## src/rtl/moore_rr_arbiter_pkg.sv

```systemverilog
// Shared types and helpers for the round-robin arbiter (package arb_pkg).
// Holds the FSM state enum, default sizes and the rotate-back slot helper.
package arb_pkg;

    localparam int DEF_N_REQ    = 4;
    localparam int DEF_MAX_HOLD = 15;

    typedef enum logic [1:0] {
        IDLE    = 2'd0,
        GRANT   = 2'd1,
        RELEASE = 2'd2
    } arb_state_t;

    // Requester index sitting 'off' places after 'last' in circular order.
    // Scanning off = 1..n walks the rotated request vector from its lowest
    // bit upward and maps each rotated position back to a real index.
    function automatic int unsigned rr_slot(
        input int unsigned last,
        input int unsigned off,
        input int unsigned n
    );
        return (last + off) % n;
    endfunction

endpackage

```

## src/rtl/moore_rr_arbiter_rr_pick.sv

```systemverilog
// Combinational rotating-priority picker (module rr_pick).
// Ports: i_req request vector, i_last last grantee, o_valid any request, o_idx winner.
module rr_pick
    import arb_pkg::*;
#(
    parameter  int N_REQ = DEF_N_REQ,
    localparam int ID_W  = $clog2(N_REQ)
) (
    input  logic [N_REQ-1:0] i_req,
    input  logic [ID_W-1:0]  i_last,
    output logic             o_valid,
    output logic [ID_W-1:0]  o_idx
);

    // Walk from the farthest slot to the nearest so the slot closest
    // after i_last overwrites any earlier hit: lowest set bit of the
    // request vector rotated right by i_last+1.
    always_comb begin
        logic [ID_W-1:0] v_slot;
        v_slot  = '0;
        o_valid = 1'b0;
        o_idx   = '0;
        for (int k = N_REQ; k >= 1; k--) begin
            v_slot = ID_W'(rr_slot(32'(i_last), k, N_REQ));
            if (i_req[v_slot]) begin
                o_valid = 1'b1;
                o_idx   = v_slot;
            end
        end
    end

endmodule

```

## src/rtl/moore_rr_arbiter.sv

```systemverilog
// Moore round-robin arbiter: IDLE -> GRANT -> RELEASE, all outputs registered.
// Ports: clk, reset (async active-low), req in; gnt, gnt_id, busy, timeout out.
// Optional hold limit enabled by defining ARB_MAX_HOLD_EN.
module moore_rr_arbiter
    import arb_pkg::*;
#(
    parameter  int N_REQ    = DEF_N_REQ,
    parameter  int MAX_HOLD = DEF_MAX_HOLD,
    localparam int ID_W     = $clog2(N_REQ)
) (
    input  logic             clk,
    input  logic             reset,
    input  logic [N_REQ-1:0] req,
    output logic [N_REQ-1:0] gnt,
    output logic [ID_W-1:0]  gnt_id,
    output logic             busy,
    output logic             timeout
);

    if (N_REQ < 2 || MAX_HOLD < 1) begin : g_bad_cfg
        $error("moore_rr_arbiter: need N_REQ >= 2 and MAX_HOLD >= 1");
    end

    arb_state_t       r_state;
    logic [N_REQ-1:0] r_gnt;
    logic [ID_W-1:0]  r_gnt_id;
    logic [ID_W-1:0]  r_last;
    logic             r_busy;

    logic             w_valid;
    logic [ID_W-1:0]  w_pick;
    logic [N_REQ-1:0] w_pick_oh;
    logic             w_hold_hit;
    logic             w_release;

    rr_pick #(
        .N_REQ (N_REQ)
    ) u_pick (
        .i_req   (req),
        .i_last  (r_last),
        .o_valid (w_valid),
        .o_idx   (w_pick)
    );

    assign w_pick_oh = {{(N_REQ-1){1'b0}}, 1'b1} << w_pick;
    assign w_release = ~req[r_gnt_id] | w_hold_hit;

`ifdef ARB_MAX_HOLD_EN
    localparam int CNT_W = $clog2(MAX_HOLD + 1);

    logic [CNT_W-1:0] r_cnt;
    logic             r_timeout;

    // r_cnt counts completed GRANT cycles; the edge on which it would
    // reach MAX_HOLD is the one that forces the release.
    assign w_hold_hit = (r_cnt == CNT_W'(MAX_HOLD - 1));

    always_ff @(posedge clk or negedge reset) begin
        if (!reset) begin
            r_cnt     <= '0;
            r_timeout <= 1'b0;
        end else begin
            // A grantee that dropped req on the limit edge left on its own.
            r_timeout <= (r_state == GRANT) & w_hold_hit & req[r_gnt_id];
            if (r_state == GRANT)
                r_cnt <= r_cnt + 1'b1;
            else
                r_cnt <= '0;
        end
    end

    assign timeout = r_timeout;
`else
    assign w_hold_hit = 1'b0;
    assign timeout    = 1'b0;
`endif

    always_ff @(posedge clk or negedge reset) begin
        if (!reset) begin
            r_state  <= IDLE;
            r_gnt    <= '0;
            r_gnt_id <= '0;
            r_busy   <= 1'b0;
            r_last   <= ID_W'(N_REQ - 1);
        end else begin
            unique case (r_state)
                IDLE: begin
                    if (w_valid) begin
                        r_state  <= GRANT;
                        r_gnt_id <= w_pick;
                        r_gnt    <= w_pick_oh;
                        r_busy   <= 1'b1;
                    end
                end
                GRANT: begin
                    if (w_release) begin
                        r_state <= RELEASE;
                        r_gnt   <= '0;
                        r_busy  <= 1'b0;
                        r_last  <= r_gnt_id;
                    end
                end
                RELEASE: begin
                    r_state <= IDLE;
                end
                default: begin
                    r_state <= IDLE;
                    r_gnt   <= '0;
                    r_busy  <= 1'b0;
                end
            endcase
        end
    end

    assign gnt    = r_gnt;
    assign gnt_id = r_gnt_id;
    assign busy   = r_busy;

endmodule
```

## config.mk

```make
export PLATFORM = sky130hd
export DESIGN_NAME = moore_rr_arbiter
export DESIGN_NICKNAME = d
export VERILOG_FILES = /design/src/rtl/moore_rr_arbiter_pkg.sv /design/src/rtl/moore_rr_arbiter_rr_pick.sv /design/src/rtl/moore_rr_arbiter.sv
export SDC_FILE = /design/constraint.sdc
export NUM_CORES = 1
export LEC_CHECK = 0
export BUFFER_PORTS_ARGS = -buffer_cell sky130_fd_sc_hd__buf_2
export CORE_ASPECT_RATIO = 0.9
export CORE_MARGIN = 5
export CORE_UTILIZATION = 25
export CTS_BUF_LIST = sky130_fd_sc_hd__clkbuf_8 sky130_fd_sc_hd__clkbuf_16
export DETAILED_ROUTE_END_ITERATION = 7
export GPL_TIMING_DRIVEN = 0
export SLEW_MARGIN = 20
export SYNTH_ARGS = -nofsm -noshare
export SYNTH_HDL_FRONTEND = slang
export SYNTH_SLANG_ARGS = --single-unit
export TNS_END_PERCENT = 5
```

## constraint.sdc

```tcl
create_clock -name clk -period 1.85 [get_ports clk]
set_input_delay 0.37 -clock clk [delete_from_list [all_inputs] [get_ports clk]]
set_output_delay 0.37 -clock clk [all_outputs]
set_load 0.1 [all_outputs]
```

Yosys cells after proc, flatten, opt, wreduce, memory -nomap -nowiden:

Cells that the tools add are included.
Widths: inputs -> output; s select.

* register bits after elaboration: 11
* output and inout bits: 8
* word-level logic and storage cells: 53

* add/subtract/negate cells: 4
* order comparisons: 5
* equal/unequal tests: 4
* shifts and indexed selects: 1
* mux-type cells: 27
* bitwise operators: 2
* reduce and logical (&&, ||, !) cells: 5

Operators with widths (number)
* $lt 2x3->1 const B: 5
* $mux 2: 6
* $pmux 4 s3: 1
* $mux 1: 11
* $bmux 1 s2: 5
* $mux 4: 2
* $reduce_and 2->1: 3
* $add 2x1->2 const B: 2
* $add 2x2->2 const B: 2
* $pmux 2 s2: 1
* $shl 1x2->4 const A: 1
* $pmux 1 s3: 1
* $reduce_and 3->1: 1
* $eq 2x1->1 const B: 1
* $eq 2x2->1 const B: 1
* $logic_not 2->1: 1
* $ne 2x1->1 const B: 1
* $ne 2x2->1 const B: 1
* $not 1->1: 2

Longest topological paths before layout:

Gate-level depths: netlist of run 1.

* depth after elaboration: 10
* gate-level depth with buffers: 5
* gate-level depth less buffers: 4

Hierarchy:

A second synthesis of run 1 with hierarchy kept.

* cells, all modules: 58
* area total of the unflattened synthesis: 598.1 um2

Modules (own cells, without submodules)
* moore_rr_arbiter: instances 1, cells each 44, area each 506.7 um2, seq. area each 277.8 um2
* rr_pick: instances 1, cells each 14, area each 91.3 um2, seq. area each 0.0 um2

Worst setup path after synthesis of run 1:

OpenSTA, ideal clock, no wires.

* kind: register to register
* from: reg r_gnt_id[1], in the netlist gnt_id[1]
* to: reg r_last[0]
* library setup time: 0.086 ns
* arrival: 2.006 ns
* slack: -0.241 ns
* stages on the path, launching flop included: 5
* period minus slack after synthesis: 2.091 ns
* cells stage by stage: dfrtp_1 mux2i_1 mux2i_2 nor3b_4 mux2_1

* word-level cells in the longest chain between the ends: 4

RTL lines
* start, declared: line moore_rr_arbiter.sv:26 `logic [ID_W-1:0] r_gnt_id;`
* start signal, assigned: line moore_rr_arbiter.sv:90 `r_gnt_id <= w_pick;`
* $bmux 1 s2: line moore_rr_arbiter.sv:46 `assign w_release = ~req[r_gnt_id] | w_hold_hit;`
* $mux 1 (not written as such): line moore_rr_arbiter.sv:46
* $not 1->1 (no line)
* $reduce_and 2->1 (no line)
* end signal, assigned: line moore_rr_arbiter.sv:84 `r_last <= ID_W'(N_REQ - 1);`
* end signal, assigned: line moore_rr_arbiter.sv:100 `r_last <= r_gnt_id;`
* end, declared: line moore_rr_arbiter.sv:27 `logic [ID_W-1:0] r_last;`

Every way passes these cells. The select of a mux whose other input is x is not followed.
A chain may end at the register's enable or synchronous reset.

Worst setup path in the final report of run 1:

* from: reg r_gnt_id[0], in the netlist gnt_id[0]
* to: out gnt_id[0]

RTL lines
* end, declared: line moore_rr_arbiter.sv:15 `output logic [ID_W-1:0] gnt_id,`

No word-level cell between the ends.

==> out/results.ini, run 1 <==
[worst_setup_path]
crit_required_ns=1.48
ff2ff_setup_slack_ns=0.35
cp.arrival_ns=1.17
crit_family=buffers and inverters
crit_path_end_kind=output port
crit_fanout=6
cp_slowest_cell=buf_2
path_cells=buf_2
start_kind=register
slowest_delay_ns=0.47
cp.buffers_inverters=1
crit_type=register to output port

[layout]
antenna_cells=0
nets=78
layout-drive-gt1-share_pct=33.8
layout_commonest_cell=buf_2
area_delta_synth_final_pct=25.4
layout_common_cells=buf_2, dfrtp_1, nor2_1, a32o_1

[global_routing]
grt_pass1_wl_mm=2.13
grt_pass1_vias=480
antenna_found_initial=0
grt_max_degree=12
grt.total_usage_pct=8.24
grt_overflow=0

[logic_synthesis]
synth-seq-area-share_pct=46.9
synth_top_family_by_area=compound AO/OA/AOI/OAI gates
yosysTopAreaCell=dfrtp_1
synth_fa_ha_area_share_pct=0
synth.distinct_cells=29
yosysWarnings=0
syn_inst=54
synth_compound_area_share_pct=20.7
synthMuxAreaShare_pct=9.51
yosysTopAreaCellShare_pct=38.1
synth_area_per_cell_um2=11.0
synth_seq_cells=11
async_flop_share_pct=100
synth_xor_area_share_pct=0
ys_dominant_reg_cell=dfrtp_1
synth_nets=60
synth_area_leaders=dfrtp_1, dfstp_2, a32o_1
netlist_area_um2=592
synth_simple_gate_area_share_pct=18.4
synth_edf_count=0

[timing]
post-route-period-util_pct=83.3
clock.fmax_ghz=0.649
slew_viol_final=0
hold_viol_final=0
skew_ns=0.00493
rsz0062_at_grt=false
min_period_ns=1.54
setup_viol=0
setup_tns_ns=0

[placed_design]
io_buffers=12
routabilityCongestion=0.685
hpwl_um=943

[floorplanning]
ioPinCount=14
rows=16
die_area_um2=3440
coreArea_um2=2220
start_util_pct=26.6
dieWidth_um=61.3
die_h_um=56.2

[clock_tree]
ctsResizeCount=0
htreeDepth=1
clk_pin_slew_ns=0.05
cts_tree=done
clockRootBuffer=clkbuf_8
insertion_delay_ns=0.24
cts_sinks=11
numCtsBuffers=3
clockBufferDepth=2

[drt]
drc=0
dr.first_iter.drc_count=13
routedWlPerCell_um=12.9
drt.antenna.violating_nets=0
routed_wl_mm=1.27
num_vias=496
viasPerCell=5.06
first_pass_iters=5

[job]
cap_violations=0

[min_path]
hold_class=input pin to async pin

[run_status]
status=finished clean

==> layout make-up <==
cell class                      count  area [um^2]
Buffer                              2         15.0
Clock buffer                        3         41.3
Clock inverter                      1         3.75
Fill cell                         217         1480
Inverter                            2         7.51
Multi-Input combinational cell     39          292
Sequential cell                    11          279
Tap cell                           27         33.8
Timing Repair Buffer               13         70.1
==> sequential cells by signal, summed over array words and instances, names as in the netlist <==
name     cells
gnt_id       2
busy         1
r_last       2
r_state      2
gnt          4
==> synthesized netlist by cell type, types with 2 or more instances <==
cell type  number
a21oi_1         3
dfrtp_1         9
inv_1           2
mux2_1          2
nor2_1          4
a21o_1          2
dfstp_2         2
nand2b_1        3
buf_4           2
o21ai_1         2
mux2i_1         2
a32o_1          4
==> per-stage QoR <==
stage / util [%] / area [um^2] / instances / setup slack, ns / hold slack (ns)
floorplan: - / 593 / 54 / 0.0106 / 0.0744
global placement: 30.9 / 687 / 93 / 0.248 / 0.249
detailed placement: 30.9 / 687 / 93 / 0.270 / 0.250
CTS: 33.4 / 742 / 98 / 0.296 / 0.520
global route: 33.4 / 742 / 98 / 0.215 / 0.542
finish: 33.4 / 742 / 98 / 0.308 / 0.519
==> worst paths after layout <==
| check | depth (start not counted) | start | end |
|---|---|---|---|
| min in group clk | 1 | gnt[2] | gnt[2] |
| worst max register to register | 4 | gnt_id[1] | r_last[0] |
| max in group asynchronous | 2 | reset | r_last[0] |
| worst min register to register | 1 | gnt[2] | gnt[2] |
| worst min-delay path | 2 | reset | gnt[2] |
| worst max-delay path | 1 | gnt_id[0] | gnt_id[0] |
==> timing repair <==
| action | in CTS | in global routing |
|---|---|---|
| hold buffers | 1 | 0 |
| buffers inserted | 0 | 0 |
| endpoints found under the hold margin | 9 | 0 |
==> cell families (layout without fill, tap and decap cells) <==
kind of cell	Yosys count	in the layout
buffers and inverters	4	21
AOI/OAI and AO/OA	16	16
DFF	11	11
other	1	1
and+or+nand+nor	17	17
muxes	5	5
==> per-layer routing <==
layer	vias to the layer above	track usage, %	part of all wire [%]
li1	236	-	-
met1	242	11.8	50
met2	18	10.9	41
met3	0	2.09	8.7
met4	0	4.64	0
met5	-	0	0
Power of run 1 is not shown: default switching activity piles up to over one toggle a cycle in this logic, so the estimate is an artifact.
==> run 2: changes to the inputs <==
ABC_AREA = 1   (was unset)
clock period = 1.3 ns   (was 1.85 ns; I/O delays follow)
==> run 2 against run 1 <==
  * The run now ends with setup timing left
  * Via count up 46%
  * Global-route usage is 0.92 points higher
  * Hold slack lost 0.098 ns
  * Flip-flop and latch count unchanged
  * Synthesized cell count grew 98%
  * Area after synthesis is 27% higher
  * Register-to-register slack worse by 0.58 ns
  * Non-clock buffer count increased by 1
  * Final cell count grew 68%
  * Routed wire length increased by 37%
  * Largest cell class unchanged
==> out/results.ini, run 2 <==
[logic_synthesis]
netlist_area_um2=753  ; +27%
synth_xor_area_share_pct=0  ; unchanged
synth_compound_area_share_pct=7.48  ; -13 points
synth_fa_ha_area_share_pct=0  ; unchanged
syn_inst=107  ; +98%
ys_dominant_reg_cell=dfrtp_1
synth_common_cells=nand2_1, nand3_1, inv_1, dfrtp_1, nand2_2
synth_seq_cells=11  ; unchanged
async_flop_share_pct=100  ; unchanged
yosysTopAreaCellShare_pct=29.9  ; -8.2 points
synth_nets=113  ; +88%
synth_edf_count=0  ; unchanged
yosysWarnings=0  ; unchanged
synth_area_per_cell_um2=7.04  ; -36%
yosysMostFrequentCell=nand2_1
synth_simple_gate_area_share_pct=45.2  ; +27 points
yosysTopAreaCell=dfrtp_1
synth_top_family_by_area=simple AND/OR/NAND/NOR gates
synth-seq-area-share_pct=36.9  ; -10 points
synth_area_leaders=dfrtp_1, nand2_1, nand3_1
synthMuxAreaShare_pct=0  ; -9.5 points
synth.distinct_cells=20  ; -31%

[run_status]
violations=setup timing
status=finished, violations left

[placed_design]
routabilityCongestion=0.762  ; +11%
place_inst=159  ; +71%
io_buffers=12  ; unchanged
hpwl_mm=1.31  ; +39%
pre_cts_ws_ns=-0.241  ; -0.511 ns

[layout]
layout-drive-gt1-share_pct=38.4  ; +4.6 points
area_delta_synth_final_pct=31.7
layout_common_cells=nand2_1, nand2_2, nand3_1, inv_1, buf_2
antenna_cells=0  ; unchanged
fillers=304  ; +40%
final_core_util_pct=35.2  ; +1.9 points
nets=132  ; +69%
layout_commonest_cell=nand2_1
final_cells=165  ; +68%
largest_reg_flops=4  ; unchanged

[global_routing]
grt_pass1_wl_mm=2.86  ; +34%
grt.total_usage_pct=9.16  ; +0.92 points
grt_pass1_vias=705  ; +47%
grt_overflow=0  ; unchanged
grt_max_degree=12  ; unchanged
antenna_found_initial=0  ; unchanged

[timing]
hold_viol_final=0  ; unchanged
min_period_ns=1.53
setup_viol=8  ; +8
clock.fmax_ghz=0.654
slew_viol_final=0  ; unchanged
setup_slack_ns=-0.230  ; -0.538 ns
post-route-period-util_pct=118
skew_ns=0.000290  ; -0.00464 ns
rsz0062_at_grt=true

[floorplanning]
rows=18  ; +2
die_area_um2=4210  ; +22%
start_util_pct=26.8  ; +0.12 points
coreArea_um2=2820  ; +27%
dieWidth_um=67.9  ; +11%
die_h_um=62.1  ; +11%
ioPinCount=14  ; unchanged

[worst_setup_path]
cp.arrival_ns=1.64  ; +0.47 ns
crit_fanout=8  ; +2
crit_type=register to register
start_kind=register
crit_required_ns=1.41  ; -0.07 ns
crit_path_end_kind=register

[clock_tree]
clockBufferDepth=2  ; unchanged
cts_sinks=11  ; unchanged
insertion_delay_ns=0.23  ; about the same
clockRootBuffer=clkbuf_8
numCtsBuffers=3  ; unchanged
cts_tree=done
clk_pin_slew_ns=0.05  ; about the same
htreeDepth=1  ; unchanged

[min_path]
hold_class=input pin to async pin

[drt]
routedWlPerCell_um=10.6  ; -18%
drc=0  ; unchanged
drt.antenna.violating_nets=0  ; unchanged
viasPerCell=4.38  ; -14%
dr.first_iter.drc_count=37  ; +24
routed_wl_mm=1.74  ; +37%
num_vias=722  ; +46%
first_pass_iters=4  ; -1

[job]
cap_violations=0  ; unchanged

run 2: cell types whose count changed in the layout (fill, tap and decap cells not counted), sizes merged, moves of 2 or more:
cell and delta:
inv +11, mux2 -2, nor3b -2, a21o -2, mux2i -3, nand3 +13
a32o -4, nand2b -3, o21ai +4, nand2 +50
run 2: timing repair:
item	CTS	global route
buffers inserted	1	0
endpoints found under the hold margin	9	0
pin swaps	1	3
resized for setup	9	7
endpoints found under the setup margin	12	11
hold buffers	1	0
run 2: worst paths after layout:
| path | start | to | slack, ns | cells after the start |
|---|---|---|---|---|
| worst max-delay path | r_last[0] | gnt_id[1] | -0.23 | 10 |
| max in group asynchronous | reset | r_last[1] | 0.62 | 2 |
| worst min-delay path | reset | gnt[1] | 0.42 | 2 |
| worst min register to register | gnt[3] | gnt[3] | 0.47 | 2 |
| min in group clk | gnt[3] | gnt[3] | 0.47 | 2 |
| worst max register to register | r_last[0] | gnt_id[1] | -0.23 | 10 |
run 2: cells by family after synthesis:
group / count (synthesis)
compound gates: 9
flops: 11
buf+inv: 15
other cells: 1
simple gates: 71
run 2: routing by layer:
layer	up-vias	global-route usage [%]	part of all wire, %
li1	369	-	-
met1	324	10.8	45
met2	23	15.7	49
met3	6	1.44	3.3
met4	0	5.95	2.8
met5	-	0	0
run 2: area by class of cell:
cell class / count / area [um^2] / area share (%)
multi-input cells: 81 / 454 / 45.8
flip-flops and latches: 11 / 285 / 28.8
repair buffers: 14 / 82.6 / 8.32
inverters: 13 / 56.3 / 5.67
well taps: 40 / 50.0 / 5.04
clock buffers: 3 / 41.3 / 4.16
plain buffers: 2 / 18.8 / 1.89
clock inverters: 1 / 3.75 / 0.378
run 2: critical path, cell delays in order, from the launching register on:
cell     delay [ns]
dfstp_2        0.52
buf_6          0.14
nand2_1        0.14
nand2_4        0.12
nand2_2        0.07
nand2_1        0.06
inv_1          0.04
nand3_1        0.07
nand2_2        0.10
nand2_1        0.08
o21ai_0        0.08
run 2: metrics by stage:
step	hold WS, ns	instance area [um^2]	setup TNS [ns]
2_1_floorplan	-0.0356	763	-0.920
5_1_grt	0.466	992	-2.68
6_report	0.421	992	-1.50
3_5_place_dp	0.143	873	-1.68
4_1_cts	0.431	963	-1.53
3_3_place_gp	0.139	873	-1.49
Power of run 2 is left out for the same reason.
